## src/rtl/arith_pkg.sv

```systemverilog
// Shared definitions for the iterative arithmetic blocks (multiplier and divider):
// handshake FSM encoding plus iteration/counter sizing helpers.
package arith_pkg;

    typedef enum logic [1:0] {
        ST_IDLE = 2'd0,
        ST_CALC = 2'd1,
        ST_DONE = 2'd2
    } arith_state_t;

    function automatic int iter_count(input int width, input int frac);
        return width + frac;
    endfunction

    // Counter must be able to hold ITER itself, not just ITER-1.
    function automatic int count_width(input int iter);
        return $clog2(iter + 1);
    endfunction

endpackage

```

## src/rtl/div_step.sv

```systemverilog
// One restoring-division step: shift the next dividend bit into the partial
// remainder and subtract the divisor when it fits.
module div_step #(
    parameter int C_WIDTH = 32
) (
    input  logic [C_WIDTH:0]   rem_cur,
    input  logic               d_bit,
    input  logic [C_WIDTH-1:0] divisor,
    output logic [C_WIDTH:0]   rem_next,
    output logic               q_bit
);

    logic [C_WIDTH:0] shifted;
    logic [C_WIDTH:0] diff;

    always_comb begin
        shifted  = {rem_cur[C_WIDTH-1:0], d_bit};
        diff     = shifted - {1'b0, divisor};
        q_bit    = (shifted >= {1'b0, divisor});
        rem_next = q_bit ? diff : shifted;
    end

endmodule

```

## src/rtl/divider.sv

```systemverilog
// Iterative unsigned restoring divider, one quotient bit per clock, with the
// same trigger/ready/done handshake as the multiplier.
module divider
    import arith_pkg::*;
#(
    parameter int C_WIDTH     = 32,
    parameter int FIXED_POINT = 0
) (
    input  logic               ctl_clk,
    input  logic               reset,
    input  logic [C_WIDTH-1:0] a,
    input  logic [C_WIDTH-1:0] b,
    input  logic               trigger,
    output logic [C_WIDTH-1:0] y,
    output logic [C_WIDTH-1:0] r,
    output logic               ready,
    output logic               done,
    output logic               div_zero,
    output logic               overflow
);

    localparam int ITER = iter_count(C_WIDTH, FIXED_POINT);
    localparam int CW   = count_width(ITER);
    localparam logic [CW-1:0] ITER_CNT = CW'(ITER);

    arith_state_t state;
    arith_state_t next_state;

    logic [ITER-1:0]    dividend;
    logic [ITER-1:0]    quotient;
    logic [ITER-1:0]    q_high;
    logic [C_WIDTH:0]   partial;
    logic [C_WIDTH:0]   step_rem;
    logic [C_WIDTH-1:0] divisor;
    logic [CW-1:0]      count;
    logic               zero_div;
    logic               step_q;
    logic               accept;
    logic               quot_ovf;

    div_step #(
        .C_WIDTH(C_WIDTH)
    ) u_step (
        .rem_cur (partial),
        .d_bit   (dividend[ITER-1]),
        .divisor (divisor),
        .rem_next(step_rem),
        .q_bit   (step_q)
    );

    always_ff @(posedge ctl_clk) begin
        if (reset) begin
            state <= ST_IDLE;
        end else begin
            state <= next_state;
        end
    end

    always_comb begin
        next_state = state;
        ready      = (state != ST_CALC);
        accept     = trigger && ready;
        case (state)
            ST_IDLE: begin
                if (accept) begin
                    next_state = (b == '0) ? ST_DONE : ST_CALC;
                end
            end
            ST_CALC: begin
                if (count == CW'(1)) begin
                    next_state = ST_DONE;
                end
            end
            ST_DONE: begin
                if (accept) begin
                    next_state = (b == '0) ? ST_DONE : ST_CALC;
                end else begin
                    next_state = ST_IDLE;
                end
            end
            default: next_state = ST_IDLE;
        endcase
    end

    // Quotient bits above C_WIDTH can only be set when fraction bits widen the dividend.
    always_comb begin
        q_high   = quotient >> C_WIDTH;
        quot_ovf = |q_high;
    end

    always_ff @(posedge ctl_clk) begin
        if (reset) begin
            dividend <= '0;
            quotient <= '0;
            partial  <= '0;
            divisor  <= '0;
            count    <= '0;
            zero_div <= 1'b0;
            y        <= '0;
            r        <= '0;
            done     <= 1'b0;
            div_zero <= 1'b0;
            overflow <= 1'b0;
        end else begin
            done <= 1'b0;
            // Results publish on the DONE edge; a same-edge accept reloads the
            // working registers without disturbing the values read here.
            if (state == ST_DONE) begin
                done <= 1'b1;
                if (zero_div) begin
                    y        <= '1;
                    r        <= dividend[ITER-1:FIXED_POINT];
                    div_zero <= 1'b1;
                    overflow <= 1'b0;
                end else begin
                    y        <= quot_ovf ? '1 : quotient[C_WIDTH-1:0];
                    r        <= partial[C_WIDTH-1:0];
                    div_zero <= 1'b0;
                    overflow <= quot_ovf;
                end
            end
            if (accept) begin
                dividend <= ITER'(a) << FIXED_POINT;
                divisor  <= b;
                zero_div <= (b == '0);
                partial  <= '0;
                quotient <= '0;
                count    <= ITER_CNT;
            end else if (state == ST_CALC) begin
                partial  <= step_rem;
                dividend <= dividend << 1;
                quotient <= {quotient[ITER-2:0], step_q};
                count    <= count - CW'(1);
            end
        end
    end

endmodule

```

## config.mk

```make
export PLATFORM = sky130hd
export DESIGN_NAME = divider
export DESIGN_NICKNAME = d
export VERILOG_FILES = /design/src/rtl/arith_pkg.sv /design/src/rtl/div_step.sv /design/src/rtl/divider.sv
export SDC_FILE = /design/constraint.sdc
export NUM_CORES = 1
export LEC_CHECK = 0
export ABC_AREA = 1
export CAP_MARGIN = 10
export CORE_MARGIN = 5
export CORE_UTILIZATION = 35
export DETAILED_ROUTE_END_ITERATION = 10
export PLACE_DENSITY = 0.54
export REMOVE_ABC_BUFFERS = 1
export SYNTH_ARGS = -nofsm -noshare
export SYNTH_HDL_FRONTEND = slang
export SYNTH_SLANG_ARGS = --single-unit
```

## constraint.sdc

```tcl
create_clock -name ctl_clk -period 4.7 [get_ports ctl_clk]
set_clock_uncertainty 0.2 [all_clocks]
set_input_delay 0.94 -clock ctl_clk [delete_from_list [all_inputs] [get_ports ctl_clk]]
set_output_delay 0.94 -clock ctl_clk [all_outputs]
set_load 0.02 [all_outputs]
```

==> summary.md, run 1 <==
| Metric | Value |
|---|---|
| Commonest register cell after synthesis | dfxtp_1 |
| First-pass GRT wire length | around 54000 um |
| Vias in the first global route | 9924 |
| Measured slew at the worst slew-check pin | between 1000 and 1500 ps |
| Hold violation total from the final report | 0 |
| NumNets Final | approximately 1800 |
| H-Tree Depth | 1 |
| Worst Path Required | 3560 ps |
| All-Layer GR Usage | between 10% and 20% |
| Setup_tns | 0 ps |
| Clock transition at path regs | 60 ps |
| WL/cell | 16.1 um |
| Clock tree buffer depth | 3 |
| Synth Warn # | 0 |
| Area Overhead vs Synth | 21.9% |
| Via Count | roughly 11000 |
| Fin util | approximately 43% |
| Worst skew pair latency | between 500 and 600 ps |
| Num CTS Buffers | 24 |
| Setup WS post-layout | between 1500 and 2000 ps |
| Place WS | around 1300 ps |
| Number of diodes | 0 |
| Core region area | roughly 30000 sq um |
| Endpoint class of the critical path | output port |
| PD cells | between 300 and 400 nW/um^2 |
| Synth cell types | 44 |
| Post-Synthesis Cells | 1629 |
| Max Clock Freq | ~310 MHz |
| Hold_buf cts | 0 |
| Unrepaired setup endpoints after global routing | no |
| Crit path max fanout | 17 |
| Total gr overflow | 0 |
| Overall Power | approximately 4.7 mW |
| Leakage dissipation | 6.11 nW |
| Routed vias/inst | 4.93 |
| Share of cells above drive strength 1 | between 5 and 6% |
| Routed WL | 34400 um |
| Commonest non-fill, non-tap cell in the layout | nand2_1 |
| Ys async rst share | 0% |
| Setup Viol. Count Final | 0 |
| Clock root cell | clkbuf_16 |
| DRT iter0 DRCs | 731 |
| Leading cell types in the layout, fill and taps excluded | nand2_1, inv_1, dfxtp_1, clkdlybuf4s50_1, nand3_1 |
| #FFs+latches synth | between 200 and 250 |
| Clk sinks | slightly above 200 |
| Max cap viols | 0 |
| RePlAce Congestion | ~0.96 |
| Die Area | 34400 sq um |
| Peak supply drop | around 0.00025 V |
| DPL Wire Length | around 25000 um |
| Status | complete, no violations |
| Max_slew headroom | 32.8% |
| First drt pass iteration count | 5 |
| Post-synth EDFFs | 0 |
| Largest net degree at the start of global routing | 91 |
| Cts repair resizes | 0 |
| Detailed-route DRC error count | 0 |
| Starting Density | 35.4% |
| Post-CTS Setup Bufs | 0 |
| Initial antenna violation count | 0 |
| Cell area after synthesis | 10800 sq um |
| Site Rows | 64 |
| Crit path kind | reg2out |
| Final ANT Viol Nets | 0 |
| CTS tree | done |
| Arrival time of the worst setup path | 2060 ps |
| Final Slew Violations | 0 |
| Vert. Die Dim | between 150 and 200 um |
| Shortest period the worst path allows | approximately 3200 ps |
| Sequential area share after synthesis | 37.7% |
| Post-route clock period utilization | a little under 70% |
| Ports | roughly 140 |
| Synth Area per Inst | about 6.6 sq um |
| Die Width | between 150 and 200 um |
| Startpoint types | register |
| Class of the worst hold path | reg2reg |
| Count of input and output buffers | roughly 130 |
| WHS | 255 ps |
## routing by layer
metal | wire, um | global-route usage, % | vias up
li1 | - | - | 5386
met1 | 16100 | 27.4 | 4836
met2 | 15600 | 31.8 | 242
met3 | 1750 | 2.48 | 51
met4 | 907 | 4.87 | 0
met5 | 0 | 0 | -
## metrics by stage
stage,area (sq um),cells
detailed placement,12400,2094
global route,13200,2133
CTS,13200,2133
global placement,12400,2094
floorplan,10400,1546
finish,13200,2133
## critical path, stage by stage (launching register included)
cell and delay, ps:
dfxtp_1 320, inv_1 140, nor2_4 50, inv_2 330
clkdlybuf4s50_1 690
## power by group
part,internal (mW),switching [mW]
clock,1.14,0.749
combinational,0.325,0.653
sequential,1.79,0.0433
total,3.26,1.45
## path summary, 6_finish.rpt
check | startpoint | endpoint | slack [ps] | depth (start not counted)
hold / removal | divisor[0] | divisor[0] | 250 | 2
setup / recovery | state[0] | ready | 1500 | 4
hold reg to reg | divisor[0] | divisor[0] | 250 | 2
setup reg to reg | partial[19] | partial[27] | 1640 | 15
## registers in the layout (all words and copies together) (netlist names)
| register | count |
|---|---|
| r | 32 |
| div_zero | 1 |
| state | 2 |
| count | 6 |
| divisor | 32 |
| zero_div | 1 |
| dividend | 32 |
| done | 1 |
| y | 32 |
| quotient | 32 |
| partial | 32 |
## synth_stat cells, types with 6 or more instances
| cell type | count | area, sq um |
|---|---|---|
| clkbuf_1 | 54 | 203 |
| nand2_1 | 482 | 1810 |
| inv_1 | 240 | 901 |
| ha_1 | 34 | 425 |
| dfxtp_1 | 203 | 4060 |
| xnor2_1 | 6 | 52.6 |
| nand2_2 | 15 | 93.8 |
| o21ai_0 | 102 | 510 |
| buf_2 | 8 | 40.0 |
| buf_6 | 9 | 101 |
| xor2_1 | 13 | 114 |
| buf_1 | 9 | 33.8 |
| a21oi_1 | 118 | 591 |
| nor4_1 | 8 | 50.1 |
| nor2_1 | 87 | 327 |
| o221ai_1 | 19 | 166 |
| nand3_1 | 122 | 611 |
| nor2_2 | 13 | 81.3 |
| nand4_1 | 31 | 194 |
## area by class of cell
cell class,count,area [sq um]
Clock buffer,31,657
Clock inverter,8,134
Sequential cell,203,4070
Multi-Input combinational cell,1097,5400
Inverter,246,925
Tap cell,396,495
Timing Repair Buffer,152,1470
Fill cell,3232,17400
## cells by family (layout without fill, tap and decap cells)
family | count (synthesis) | after routing | synth area share, %
and+or+nand+nor | 776 | 776 | 30.7
buffers and inverters | 329 | 437 | 12.3
AOI/OAI and AO/OA | 266 | 266 | 13.6
DFF | 203 | 203 | 37.7
adders and majority gates | 35 | 35 | 4.13
xor gates and xnor gates | 19 | 19 | 1.54
other | 1 | 1 | 0.0348
(Power assumes the default switching activity.)
==> run 2, diff against run 1 <==
--- a/config.mk
+++ b/config.mk
@@ -10,7 +10,7 @@
 export CORE_MARGIN = 5
 export CORE_UTILIZATION = 35
 export DETAILED_ROUTE_END_ITERATION = 10
-export PLACE_DENSITY = 0.54
+export PLACE_DENSITY = 0.56
 export REMOVE_ABC_BUFFERS = 1
 export SYNTH_ARGS = -nofsm -noshare
 export SYNTH_HDL_FRONTEND = slang
==> constraint.sdc (replaced) <==
create_clock -name ctl_clk -period 2.85 [get_ports ctl_clk]
set_clock_uncertainty 0.2 [all_clocks]
set_input_delay 0.57 -clock ctl_clk [delete_from_list [all_inputs] [get_ports ctl_clk]]
set_output_delay 0.57 -clock ctl_clk [all_outputs]
set_load 0.02 [all_outputs]
==> run 2 against run 1 <==
Effect of this change: first-iteration DRC count down 11%; largest power group unchanged; critical endpoint unchanged; core utilization up 0.89 points; critical path type unchanged; hold slack better by 13 ps; critical path depth unchanged; clock power up 72%; cell area up 2.1%.
==> summary.md, run 2 (synthesis results as in run 1) <==
| Metric | Value |
|---|---|
| Setup_tns | 0 ps |
| Hold_buf cts | 0 |
| Die Area | 34400 sq um |
| FF-to-FF path depth | 13 |
| Total gr overflow | 0 |
| Final Slew Violations | 0 |
| Post-CTS Setup Bufs | 0 |
| Post-Layout Inst Area | between 10000 and 15000 sq um |
| Crit path kind | reg2out |
| Peak supply drop | 0.000359 V |
| Clock transition at path regs | roughly 60 ps |
| Final ANT Viol Nets | 0 |
| Ports | approximately 140 |
| Detailed-route DRC error count | 0 |
| First drt pass iteration count | 5 |
| Shortest period the worst path allows | 2650 ps |
| Worst Path Required | 2080 ps |
| DPL Wire Length | between 20000 and 25000 um |
| Max_slew headroom | 38.4% |
| Count of input and output buffers | ~130 |
| Post-route clock period utilization | between 90% and 100% |
| All-Layer GR Usage | between 10% and 20% |
| Routed vias/inst | a little under 5 |
| Num CTS Buffers | 24 |
| Cts repair resizes | 0 |
| Clock tree buffer depth | 3 |
| Clk sinks | between 200 and 250 |
| Number of diodes | 0 |
| Area Overhead vs Synth | 24.4% |
| Commonest non-fill, non-tap cell in the layout | nand2_1 |
| PD cells | about 600 nW/um^2 |
| Max Clock Freq | 378 MHz |
| Leading cell types in the layout, fill and taps excluded | nand2_1, inv_1, dfxtp_1, clkdlybuf4s50_1, nand3_1 |
| Status | complete, no violations |
| Via Count | about 10000 |
| Arrival time of the worst setup path | between 1500 and 2000 ps |
| Die Width | about 190 um |
| Min-Delay Path Depth | 2 |
| Place WS | -269 ps |
| RePlAce Congestion | approximately 1 |
| DRT iter0 DRCs | 653 |
| Class of the worst hold path | reg2reg |
| Share of cells above drive strength 1 | slightly above 7% |
| Unrepaired setup endpoints after global routing | no |
| Crit path max fanout | 7 |
| Starting Density | a little over a third |
| Routed WL | 34000 um |
| NumNets Final | 1844 |
| CTS tree | done |
| Clock root cell | clkbuf_16 |
| Startpoint types | register |
| Vert. Die Dim | around 190 um |
| Vias in the first global route | approximately 10000 |
| Measured slew at the worst slew-check pin | about 920 ps |
| Site Rows | 64 |
| First-pass GRT wire length | 53800 um |
| Setup WS post-layout | approximately 200 ps |
| Core region area | 30500 sq um |
| WL/cell | 15.8 um |
| Worst skew pair latency | roughly 530 ps |
| Initial antenna violation count | 0 |
| Leakage dissipation | 6.26 nW |
| WHS | roughly 270 ps |
| H-Tree Depth | 1 |
| Setup Viol. Count Final | 0 |
| Fill cells | between 3000 and 4000 |
| Max cap viols | 0 |
| DP Area | between 10000 and 15000 sq um |
| Hold violation total from the final report | 0 |
| Endpoint class of the critical path | output port |
| Largest net degree at the start of global routing | ~90 |
-- run 2: cell count changes in the layout (fill, tap and decap cells not counted), sizes merged --
cell | before | now
clkinvlp | 0 | 1
clkinv | 8 | 11
inv | 243 | 244
buf | 19 | 37
-- run 2: critical path, stage by stage, from the launching register on --
cell	delay (ps)
dfxtp_1	310
inv_1	130
nor2_4	60
inv_2	190
clkdlybuf4s50_1	650
-- run 2: path summary, 6_finish.rpt --
| path | from | to | slack [ps] |
|---|---|---|---|
| worst max-delay path | state[0] | ready | 200 |
| worst min-delay path | y[31] | y[31] | 270 |
| worst max register to register | partial[22] | partial[21] | 280 |
| worst min register to register | y[31] | y[31] | 270 |
-- run 2: layout make-up --
type	instances	area (sq um)	area share (%)
Timing Repair Buffer	170	1680	12.5
Tap cell	396	495	3.69
Clock buffer	31	687	5.12
Multi-Input combinational cell	1097	5410	40.3
Clock inverter	13	161	1.20
Inverter	246	925	6.89
Sequential cell	203	4070	30.3
-- run 2: power breakdown --
group          leakage (nW)  switching [mW]  total (mW)  internal [mW]
registers              1.65          0.0673        3.01           2.95
logic                  4.19            1.07        1.64          0.568
clock network         0.422            1.28        3.26           1.98
total                  6.26            2.42        7.92           5.49
-- run 2: layer usage --
metal	global-route usage (%)	wire (um)	vias up
li1	-	-	5430
met1	26.3	15900	4748
met2	32.2	15600	226
met3	2.81	1620	49
met4	5.07	884	0
met5	0	0	-
-- run 2: through the flow --
| stage | utilization, % | instances | total power, mW |
|---|---|---|---|
| 2_1_floorplan | - | 1546 | 4.10 |
| 3_3_place_gp | 41.2 | 2112 | 4.71 |
| 3_5_place_dp | 41.2 | 2112 | 4.71 |
| 4_1_cts | 44.0 | 2156 | 8.00 |
| 5_1_grt | 44.0 | 2156 | 8.31 |
| 6_report | 44.0 | 2156 | 7.92 |
==> run 3, diff against run 2 <==
--- a/config.mk
+++ b/config.mk
@@ -10,7 +10,7 @@
 export CORE_MARGIN = 5
 export CORE_UTILIZATION = 35
 export DETAILED_ROUTE_END_ITERATION = 10
-export PLACE_DENSITY = 0.56
+export PLACE_DENSITY_LB_ADDON = 0.25
 export REMOVE_ABC_BUFFERS = 1
 export SYNTH_ARGS = -nofsm -noshare
 export SYNTH_HDL_FRONTEND = slang
==> constraint.sdc (replaced) <==
create_clock -name ctl_clk -period 3.3 [get_ports ctl_clk]
set_clock_uncertainty 0.2 [all_clocks]
set_input_delay 0.66 -clock ctl_clk [delete_from_list [all_inputs] [get_ports ctl_clk]]
set_output_delay 0.66 -clock ctl_clk [all_outputs]
set_load 0.02 [all_outputs]
==> run 3 against run 2 <==
Effect of this change: critical path depth did not move; register-to-register slack improved by 340 ps; critical endpoint unchanged; first-iteration DRC count fell by 0.61%.
==> summary.md, run 3 (synthesis results as in run 1) <==
| Metric | Value |
|---|---|
| Core region area | about 31000 sq um |
| Clock transition at path regs | 60 ps |
| Clock root cell | clkbuf_16 |
| CP bufs+invs | 3 |
| Site Rows | 64 |
| Cell family contributing the most delay on the critical path | buffers and inverters |
| Status | complete, no violations |
| Post-route clock period utilization | between 80 and 90% |
| DPL Wire Length | 25000 um |
| Leading cell types in the layout, fill and taps excluded | nand2_1, inv_1, dfxtp_1, clkdlybuf4s50_1, nand3_1 |
| Detailed-route DRC error count | 0 |
| First-pass GRT wire length | around 52000 um |
| Vias in the first global route | around 9700 |
| Share of cells above drive strength 1 | ~6.4% |
| RePlAce Congestion | ~0.91 |
| Cts repair resizes | 0 |
| Starting Density | 35.4% |
| Fill cells | 3187 |
| Worst Path Required | approximately 2400 ps |
| All-Layer GR Usage | between 10% and 20% |
| Clk sinks | a little over 200 |
| Count of input and output buffers | approximately 130 |
| Post-Layout Inst Area | 13300 sq um |
| Switching portion of total power | 30.4% |
| Ports | around 140 |
| First drt pass iteration count | 5 |
| Unrepaired setup endpoints after global routing | no |
| DP Area | 12500 sq um |
| Crit path kind | reg2out |
| Measured slew at the worst slew-check pin | 1050 ps |
| Routed WL | ~33000 um |
| Endpoint class of the critical path | output port |
| Max stage delay on crit path | approximately 660 ps |
| Max cap viols | 0 |
| Peak supply drop | 0.000336 V |
| Max_slew headroom | between 30% and 40% |
| Startpoint types | register |
| Vert. Die Dim | ~190 um |
| PD cells | roughly 500 nW/um^2 |
| Fin util | between 40 and 50% |
| Total gr overflow | 0 |
| Crit path max fanout | 9 |
| H-Tree Depth | 1 |
| Worst skew pair latency | 530 ps |
| Num CTS Buffers | 24 |
| Routed vias/inst | between 4 and 5 |
| Final ANT Viol Nets | 0 |
| Slowest CP cell | clkdlybuf4s50_1 |
| Leakage dissipation | 6.19 nW |
| Hold violation total from the final report | 0 |
| Die Area | 34400 sq um |
| Post-CTS Setup Bufs | 0 |
| NumNets Final | 1833 |
| Commonest non-fill, non-tap cell in the layout | nand2_1 |
| Final Slew Violations | 0 |
| Sw power | roughly 2.0 mW |
| Initial antenna violation count | 0 |
| Number of diodes | 0 |
| Max Clock Freq | between 300 and 400 MHz |
| Shortest period the worst path allows | around 2700 ps |
| Area Overhead vs Synth | 23.3% |
| CTS tree | done |
| Arrival time of the worst setup path | roughly 1900 ps |
| Clock tree buffer depth | 3 |
| Combinational share of power | 21.0% |
| Die Width | between 150 and 200 um |
| Setup Viol. Count Final | 0 |
| Hold_buf cts | 0 |
| Largest net degree at the start of global routing | 79 |
| DRT iter0 DRCs | about 650 |
| Internal power | between 4 and 5 mW |
| Sequential power share | between 30% and 40% |
| Worst-path cell chain | inv_1, nor2_4, inv_2, clkdlybuf4s50_1 |
| Via Count | a little over 10000 |
| WL/cell | 15.6 um |
| Class of the worst hold path | reg2reg |
| Clock power share | around 40% |
## run 3: cell types whose count changed in the layout (fill, tap and decap cells not counted)
| cell | previous run | this run |
|---|---|---|
| bufinv_16 | 3 | 2 |
| clkinv_2 | 7 | 6 |
| clkinv_4 | 1 | 0 |
| clkbuf_1 | 1 | 2 |
| buf_4 | 31 | 20 |
## run 3: power groups by stage
stage	registers [mW]	logic, mW	clock network [mW]
global placement	2.66	1.41	0
global route	2.61	1.57	2.85
finish	2.60	1.40	2.68
detailed placement	2.66	1.41	0
floorplan	2.66	0.886	0
CTS	2.60	1.41	2.75
## run 3: final timing paths
path | startpoint | end | slack [ps] | cells past startpoint
hold reg to reg | quotient[31] | quotient[31] | 260 | 2
hold / removal | quotient[31] | quotient[31] | 260 | 2
setup reg to reg | partial[27] | partial[21] | 620 | 11
setup / recovery | state[0] | ready | 550 | 4
## run 3: worst min-delay path: stages (launching register included)
cell and delay, ps:
dfxtp_1 300, nand2_1 60, a21oi_1 50
## run 3: layout make-up
class	instances	area, sq um	share of cell area [%]
multi-input cells	1097	5410	40.6
flip-flops and latches	203	4070	30.6
repair buffers	159	1600	12.0
inverters	246	925	6.95
clock buffers	32	691	5.19
well taps	396	495	3.73
clock inverters	10	118	0.884
## run 3: metal layers
metal / global-route usage, % / wire length (um) / vias up
met5: 0 / 0 / -
met4: 4.11 / 753 / 0
met3: 2.58 / 1710 / 50
met2: 31.0 / 15200 / 214
met1: 26.2 / 15700 / 4700
li1: - / - / 5397
## run 3: per-stage QoR
stage | hold slack, ps | setup slack (ps) | total power, mW | instances | TNS [ps]
after global routing | 275 | 359 | 7.04 | 2143 | 0
after global placement | 250 | 338 | 4.06 | 2101 | 0
after CTS | 259 | 530 | 6.76 | 2143 | 0
after floorplan | 225 | -846 | 3.54 | 1546 | -59650
final | 255 | 555 | 6.68 | 2143 | 0
after detailed placement | 249 | 338 | 4.06 | 2101 | 0
